--- src/rtl/inst_mem_loader_if.sv ---
// Loader-side bundle: host byte stream and control in, memory write port and core status out.
interface inst_mem_loader_if #(
    parameter int LEN_W = 16
);
    logic             Load_Start;
    logic [LEN_W-1:0] Load_Length;
    logic [7:0]       In_Byte;
    logic             In_Valid;
    logic             In_Ready;
    logic             Wr_En;
    logic [63:0]      Wr_Address;
    logic [7:0]       Wr_Data;
    logic             Core_Hold;
    logic             Load_Done;
    logic             Load_Err;
    logic [LEN_W-1:0] Bytes_Loaded;

    // Host / byte-source view.
    modport master (
        output Load_Start, Load_Length, In_Byte, In_Valid,
        input  In_Ready, Wr_En, Wr_Address, Wr_Data, Core_Hold, Load_Done, Load_Err, Bytes_Loaded
    );

    // Loader view.
    modport slave (
        input  Load_Start, Load_Length, In_Byte, In_Valid,
        output In_Ready, Wr_En, Wr_Address, Wr_Data, Core_Hold, Load_Done, Load_Err, Bytes_Loaded
    );
endinterface

--- src/rtl/inst_mem_loader.sv ---
// Streams a byte image into instruction memory from address 0 and holds the core until it is complete.
// Optional INST_LOADER_CHECKSUM_EN: a trailing checksum byte must bring the image sum to zero.
module inst_mem_loader #(
    parameter int MEM_BYTES = 256,
    parameter int LEN_W     = 16
) (
    input  logic             clk,
    input  logic             reset,
    inst_mem_loader_if.slave bus
);
    localparam logic [1:0]       ST_IDLE  = 2'd0;
    localparam logic [1:0]       ST_LOAD  = 2'd1;
    localparam logic [1:0]       ST_DONE  = 2'd2;
    localparam logic [LEN_W-1:0] LEN_ZERO = {LEN_W{1'b0}};
    localparam logic [LEN_W-1:0] LEN_ONE  = {{(LEN_W-1){1'b0}}, 1'b1};
    localparam logic [LEN_W-1:0] LEN_MAX  = LEN_W'(MEM_BYTES);

    logic [1:0]       state_r;
    logic [1:0]       state_nxt_s;
    logic [LEN_W-1:0] len_r;
    logic [LEN_W-1:0] count_r;
    logic [LEN_W-1:0] bytes_loaded_r;
    logic             wr_en_r;
    logic [63:0]      wr_addr_r;
    logic [7:0]       wr_data_r;
    logic             core_hold_r;
    logic             load_done_r;
    logic             load_err_r;

    logic             in_ready_s;
    logic             hs_s;
    logic             img_hs_s;
    logic             final_hs_s;
    logic             start_ok_s;
    logic             start_rej_s;
    logic             pass_s;

    // Whole 32-bit words only, non-empty, and it must fit in memory.
    function automatic logic len_legal(input logic [LEN_W-1:0] len);
        return (len != LEN_ZERO) && (len <= LEN_MAX) && (len[1:0] == 2'b00);
    endfunction

`ifdef INST_LOADER_CHECKSUM_EN
    logic [7:0] sum_r;

    function automatic logic [7:0] csum_add(input logic [7:0] acc, input logic [7:0] b);
        return acc + b;
    endfunction
`endif

    // Handshake decode, start qualification and next-state selection.
    always_comb begin
        in_ready_s = (state_r == ST_LOAD);
        hs_s       = bus.In_Valid & in_ready_s;
        if ((state_r == ST_IDLE) && bus.Load_Start) begin
            start_ok_s  = len_legal(bus.Load_Length);
            start_rej_s = ~start_ok_s;
        end else begin
            start_ok_s  = 1'b0;
            start_rej_s = 1'b0;
        end
`ifdef INST_LOADER_CHECKSUM_EN
        // Once count reaches the length, the next handshake is the checksum byte.
        img_hs_s   = hs_s & (count_r != len_r);
        final_hs_s = hs_s & (count_r == len_r);
        pass_s     = (csum_add(sum_r, bus.In_Byte) == 8'h00);
`else
        img_hs_s   = hs_s;
        final_hs_s = hs_s & (count_r == (len_r - LEN_ONE));
        pass_s     = 1'b1;
`endif
        case (state_r)
            ST_IDLE: begin
                if (start_ok_s) begin
                    state_nxt_s = ST_LOAD;
                end else begin
                    state_nxt_s = ST_IDLE;
                end
            end
            ST_LOAD: begin
                if (final_hs_s) begin
                    state_nxt_s = ST_DONE;
                end else begin
                    state_nxt_s = ST_LOAD;
                end
            end
            ST_DONE: state_nxt_s = ST_IDLE;
            default: state_nxt_s = ST_IDLE;
        endcase
    end

    // Control state: FSM, status pulses and core hold.
    always_ff @(posedge clk) begin
        if (reset) begin
            state_r     <= ST_IDLE;
            core_hold_r <= 1'b1;
            load_done_r <= 1'b0;
            load_err_r  <= 1'b0;
        end else begin
            state_r     <= state_nxt_s;
            load_done_r <= final_hs_s & pass_s;
            load_err_r  <= start_rej_s | (final_hs_s & ~pass_s);
            if (start_ok_s) begin
                core_hold_r <= 1'b1;
            end else if (state_r == ST_DONE) begin
                // Release only when this DONE cycle reports success.
                core_hold_r <= ~load_done_r;
            end else begin
                core_hold_r <= core_hold_r;
            end
        end
    end

    // Datapath: length latch, byte counter and the registered write port.
    always_ff @(posedge clk) begin
        if (reset) begin
            len_r          <= LEN_ZERO;
            count_r        <= LEN_ZERO;
            bytes_loaded_r <= LEN_ZERO;
            wr_en_r        <= 1'b0;
            wr_addr_r      <= 64'h0;
            wr_data_r      <= 8'h00;
        end else begin
            wr_en_r <= img_hs_s;
            if (start_ok_s) begin
                len_r          <= bus.Load_Length;
                count_r        <= LEN_ZERO;
                bytes_loaded_r <= LEN_ZERO;
            end else if (img_hs_s) begin
                wr_addr_r      <= 64'(count_r);
                wr_data_r      <= bus.In_Byte;
                count_r        <= count_r + LEN_ONE;
                bytes_loaded_r <= bytes_loaded_r + LEN_ONE;
            end else begin
                count_r        <= count_r;
            end
        end
    end

`ifdef INST_LOADER_CHECKSUM_EN
    // Running 8-bit sum of the image bytes.
    always_ff @(posedge clk) begin
        if (reset) begin
            sum_r <= 8'h00;
        end else if (start_ok_s) begin
            sum_r <= 8'h00;
        end else if (img_hs_s) begin
            sum_r <= csum_add(sum_r, bus.In_Byte);
        end else begin
            sum_r <= sum_r;
        end
    end
`endif

    assign bus.In_Ready     = in_ready_s;
    assign bus.Wr_En        = wr_en_r;
    assign bus.Wr_Address   = wr_addr_r;
    assign bus.Wr_Data      = wr_data_r;
    assign bus.Core_Hold    = core_hold_r;
    assign bus.Load_Done    = load_done_r;
    assign bus.Load_Err     = load_err_r;
    assign bus.Bytes_Loaded = bytes_loaded_r;

endmodule

--- src/flat_wrapper.sv ---
// flat-port wrapper written by rule: the top's interface ports become plain ports
module inst_mem_loader_flat 
#(
    parameter int MEM_BYTES = 256,
    parameter int LEN_W     = 16
)
  (clk, reset, bus_Load_Start, bus_Load_Length, bus_In_Byte, bus_In_Valid, bus_In_Ready, bus_Wr_En, bus_Wr_Address, bus_Wr_Data, bus_Core_Hold, bus_Load_Done, bus_Load_Err, bus_Bytes_Loaded);
  inst_mem_loader_if #(.LEN_W(LEN_W)) bus_i ();
  input  logic clk;
  input  logic reset;
  input wire logic [$bits(bus_i.Load_Start)-1:0] bus_Load_Start;
  input wire logic [$bits(bus_i.Load_Length)-1:0] bus_Load_Length;
  input wire logic [$bits(bus_i.In_Byte)-1:0] bus_In_Byte;
  input wire logic [$bits(bus_i.In_Valid)-1:0] bus_In_Valid;
  output wire logic [$bits(bus_i.In_Ready)-1:0] bus_In_Ready;
  output wire logic [$bits(bus_i.Wr_En)-1:0] bus_Wr_En;
  output wire logic [$bits(bus_i.Wr_Address)-1:0] bus_Wr_Address;
  output wire logic [$bits(bus_i.Wr_Data)-1:0] bus_Wr_Data;
  output wire logic [$bits(bus_i.Core_Hold)-1:0] bus_Core_Hold;
  output wire logic [$bits(bus_i.Load_Done)-1:0] bus_Load_Done;
  output wire logic [$bits(bus_i.Load_Err)-1:0] bus_Load_Err;
  output wire logic [$bits(bus_i.Bytes_Loaded)-1:0] bus_Bytes_Loaded;
  assign bus_i.Load_Start = bus_Load_Start;
  assign bus_i.Load_Length = bus_Load_Length;
  assign bus_i.In_Byte = bus_In_Byte;
  assign bus_i.In_Valid = bus_In_Valid;
  assign bus_In_Ready = bus_i.In_Ready;
  assign bus_Wr_En = bus_i.Wr_En;
  assign bus_Wr_Address = bus_i.Wr_Address;
  assign bus_Wr_Data = bus_i.Wr_Data;
  assign bus_Core_Hold = bus_i.Core_Hold;
  assign bus_Load_Done = bus_i.Load_Done;
  assign bus_Load_Err = bus_i.Load_Err;
  assign bus_Bytes_Loaded = bus_i.Bytes_Loaded;
  inst_mem_loader #(.MEM_BYTES(MEM_BYTES), .LEN_W(LEN_W)) u_core (.clk(clk), .reset(reset), .bus(bus_i));
endmodule
--- config.mk ---
export PLATFORM = sky130hd
export DESIGN_NAME = inst_mem_loader_flat
export DESIGN_NICKNAME = d
export VERILOG_FILES = /design/src/rtl/inst_mem_loader_if.sv /design/src/rtl/inst_mem_loader.sv /design/src/flat_wrapper.sv
export SDC_FILE = /design/constraint.sdc
export NUM_CORES = 1
export LEC_CHECK = 0
export ABC_AREA = 1
export BUFFER_PORTS_ARGS = -buffer_cell sky130_fd_sc_hd__buf_2
export CAP_MARGIN = 5
export CORE_ASPECT_RATIO = 0.8
export CORE_MARGIN = 2
export CORE_UTILIZATION = 35
export CTS_CLUSTER_DIAMETER = 60
export DETAILED_ROUTE_END_ITERATION = 12
export GPL_TIMING_DRIVEN = 0
export PLACE_DENSITY = 0.57
export SYNTH_ARGS = -nofsm -noshare
export SYNTH_HDL_FRONTEND = slang
export SYNTH_SLANG_ARGS = --single-unit
--- constraint.sdc ---
create_clock -name clk -period 2 [get_ports clk]
set_clock_uncertainty 0.05 [all_clocks]
set_input_delay 0.1 -clock clk [delete_from_list [all_inputs] [get_ports clk]]
set_output_delay 0.1 -clock clk [all_outputs]
set_load 0.01 [all_outputs]
==> key figures <==
Run status
  – Status: completed

Clock tree
  – Clk_lat worst skew: about 0.33 ns
  – Max Root-Sink Buffers: 2
  – Clock slew at the register clock pins of the worst setup and hold paths: approximately 0.060 ns
  – CTS tree: built
  – CTS Sinks: just under 80
  – Total CTS buffers: 9
  – # H-tree levels: 3
  – Root Buffer: clkbuf_16

Logic synthesis
  – Mapped Area: 4080 um2
  – YS warnings: 0
  – Post-synth EDFFs: 0
  – Area contributors post-synth: dfxtp_1 (38%), nand2_1 (12%), buf_4 (8.8%), nor2_1 (5.7%), a21oi_1 (5.4%)
  – Register area share after synthesis: a little under two fifths
  – Post-synth ARST share: 0%
  – Mapped Cells: 564
  – Seq cells post-synth: between 70 and 80
  – Yosys top cell area share: between 30% and 40%
  – Syn avg cell area: approximately 7.2 um2
  – Main flop type after synthesis: dfxtp_1
  – Synth area leader: dfxtp_1
  – Distinct cells, synth: 38

Routing
  – Drt initial violations: 203
  – First drt pass iteration count: 4
  – Routed via count: 3726
  – Antenna Violating Nets Remaining: 0
  – Drc violations: 0
  – Average vias per placed instance: between 4 and 5
  – WL final: 10000 um
  – Routed len/inst: around 12 um

Final layout
  – Layout cells sized above 1: 25.6%
  – ANT cells: 0
  – Layout Nets: ~730
  – Seq. cell area: roughly 1600 um2
  – Area Overhead vs Synth: 29.0%
  – Final-layout fill cell count: roughly 1100
  – Final cell count without fillers: approximately 860
  – Multi-input logic area: 2090 um2
  – Cell area after layout: roughly 5300 um2

STA
  – Setup TNS: 0 ns
  – Final setup violation count: 0
  – Final period utilization: 89.7%
  – RSZ-0062 raised after global routing: no
  – Pins Over Slew Limit: 0
  – Worst-margin pin slew: roughly 0.67 ns
  – F_max: between 500 and 600 MHz
  – Final hold vios: 0
  – Relative slew slack: a little under three fifths
  – Fin crit period: 1.79 ns

Setup path
  – Worst path required time: approximately 2.1 ns
  – CP startpoint: u_core.len_r[0]
  – Worst-path fanout max: 4
  – Reg2reg setup slack: around 0.21 ns
  – Worst Setup End Kind: flop
  – Worst Setup EP: u_core.state_r[0]
  – FF-to-FF Start: u_core.len_r[0]
  – Reg2reg end: u_core.state_r[0]
  – R2R depth: 13
  – Kind of critical path: flop to flop
  – Startpoint type of the worst setup path: flop
  – Crit path DAT: just under 2 ns

Die
  – Die Area: around 13000 um2
  – Die Height: 101 um
  – Die width: 125 um
  – Number of placed I/O pins: roughly 120
  – Starting density of the core: 35.7%
  – Rows: 35
  – Core box area: 11400 um2

Flow run
  – Max-cap violation count: 0

GRT
  – Number of global-route vias before repair: ~3500
  – Congestion Overflow GR: 0
  – Gr usage total: ~16%
  – Largest net degree at the start of global routing: 15
  – First-pass GRT wire length: around 17000 um
  – Antenna violations before repair: 0

Placement
  – Dpl cell area: 4800 um2
  – DP HPWL: around 7700 um
  – IO buf count: 72
  – Placed instance count: 831
  – GPL Wtd Cong: between 0.9 and 1

Power
  – Pleak: 2.64 nW
  – Power per Cell Area: around 670 nW/um2
  – Tot Pwr: 3.52 mW
  – Peak VDD IR: approximately 500 uV

Hold path
  – Min-delay worst type: input port to flop
[worst max-delay path, cell delays in order (launching register included)]
cell and delay, ns:
dfxtp_1 0.36, inv_2 0.08, ha_4 0.27, inv_1 0.03, nand2_1 0.05, nand2_1 0.05
nor2_1 0.09, nand3_1 0.09, nor2_1 0.14, nand3_1 0.10, nor2_2 0.12, nand3_2 0.10
nand2_1 0.07, a21oi_1 0.05
[layout make-up]
type                    instances  area share [%]
plain buffers                  65            8.35
clock buffers                   9            4.28
clock inverters                 7            1.83
inverters                      56            4.02
multi-input cells             412            39.8
flip-flops and latches         78            29.7
well taps                     148            3.52
repair buffers                 81            8.56
[state kept, by name, summed over array words and instances (netlist names)]
register,count
u_core.bus.Bytes_Loaded,16
u_core.bus.Wr_Address,16
u_core.count_r,16
u_core.len_r,16
u_core.bus.Wr_Data,8
u_core.state_r,2
u_core.bus.Core_Hold,1
u_core.bus.Load_Done,1
u_core.bus.Load_Err,1
u_core.bus.Wr_En,1
[cells in the final DEF (no fill, tap or decap), types with 3 or more instances in the layout]
master / Yosys / final
dfxtp_1: 78 / 78
inv_1: 55 / 54
nor2_1: 62 / 57
nand2_2: 3 / 4
nand4_1: 4 / 4
nor2_2: 5 / 9
nor3_1: 6 / 5
conb_1: 1 / 48
or2_2: 5 / 5
nand3_1: 31 / 30
xor2_1: 21 / 21
clkbuf_1: 9 / 9
nand3_2: 3 / 4
xnor2_1: 11 / 11
buf_2: 6 / 78
nor3_2: 2 / 3
dlygate4sd3_1: 0 / 9
clkbuf_16: 0 / 9
buf_4: 48 / 48
clkinv_2: 1 / 3
nand2_1: 129 / 128
o21ai_0: 19 / 19
a21oi_1: 44 / 44
nor2_4: 3 / 4
[power breakdown]
group          leakage, nW  switching, mW  total [mW]  internal, mW
sequential           0.628       0.000408        1.55          1.55
clock                0.160          0.661        1.76          1.10
combinational         1.85          0.104       0.206         0.102
total                 2.64          0.766        3.52          2.76
[metal layers]
layer	vias up	share of wire, %	track usage [%]
met4	0	0.89	4.75
met1	1670	47	21.8
met3	8	6.0	3.66
met2	96	46	27.3
li1	1952	-	-
met5	-	0	0
[worst min-delay path by stage]
stage,start,end,slack (ns),depth (start not counted)
2_1_floorplan,reset,u_core.bus.Wr_Data[2],0.12,1
3_5_place_dp,reset,u_core.bus.Wr_Data[3],0.30,2
6_report,bus_Load_Length[6],u_core.len_r[6],0.02,3
5_1_grt,bus_Load_Length[3],u_core.len_r[3],0.04,3
4_1_cts,bus_Load_Length[6],u_core.len_r[6],0.02,3
3_3_place_gp,reset,u_core.bus.Wr_Data[2],0.28,2
[synthesized netlist by cell type, types with 2 or more instances]
master,count
o21ai_0,19
nand2_1,129
nor2_2,5
xor2_1,21
inv_1,55
nand2_2,3
nor2_4,3
nor2_1,62
ha_1,3
buf_2,6
nand3_2,3
nor3_2,2
nand4_1,4
xnor2_1,11
nor3_1,6
a21oi_1,44
or2_2,5
buf_4,48
dfxtp_1,78
clkbuf_1,9
nand3_1,31
[repair_timing]
item | in CTS | in global routing
resized for setup | 0 | 13
endpoints found under the hold margin | 8 | 0
hold buffers | 9 | 0
buffers inserted | 0 | 0
endpoints found under the setup margin | 0 | 4
[kinds of logic (layout without fill, tap and decap cells)]
kind of cell	count (synthesis)	count (layout)	share of synthesized area, %
AO/OA/AOI/OAI	65	65	8.13
XOR/XNOR	32	32	6.87
other	1	48	0.0919
buffers and inverters	121	218	16.0
adder cells (fa/ha/maj)	3	3	0.920
AND/OR/NAND/NOR	264	264	29.8
flip-flops	78	78	38.3
[through the flow]
stage | setup WS, ns | utilization [%] | hold slack (ns)
after floorplan | 0.349 | - | 0.119
after global placement | 0.0499 | 42.0 | 0.281
after detailed placement | 0.0469 | 42.0 | 0.295
after CTS | 0.0170 | 45.6 | 0.0169
after global routing | 0.00967 | 46.0 | 0.0410
final | 0.206 | 46.0 | 0.0195
(Power assumes the default switching activity.)
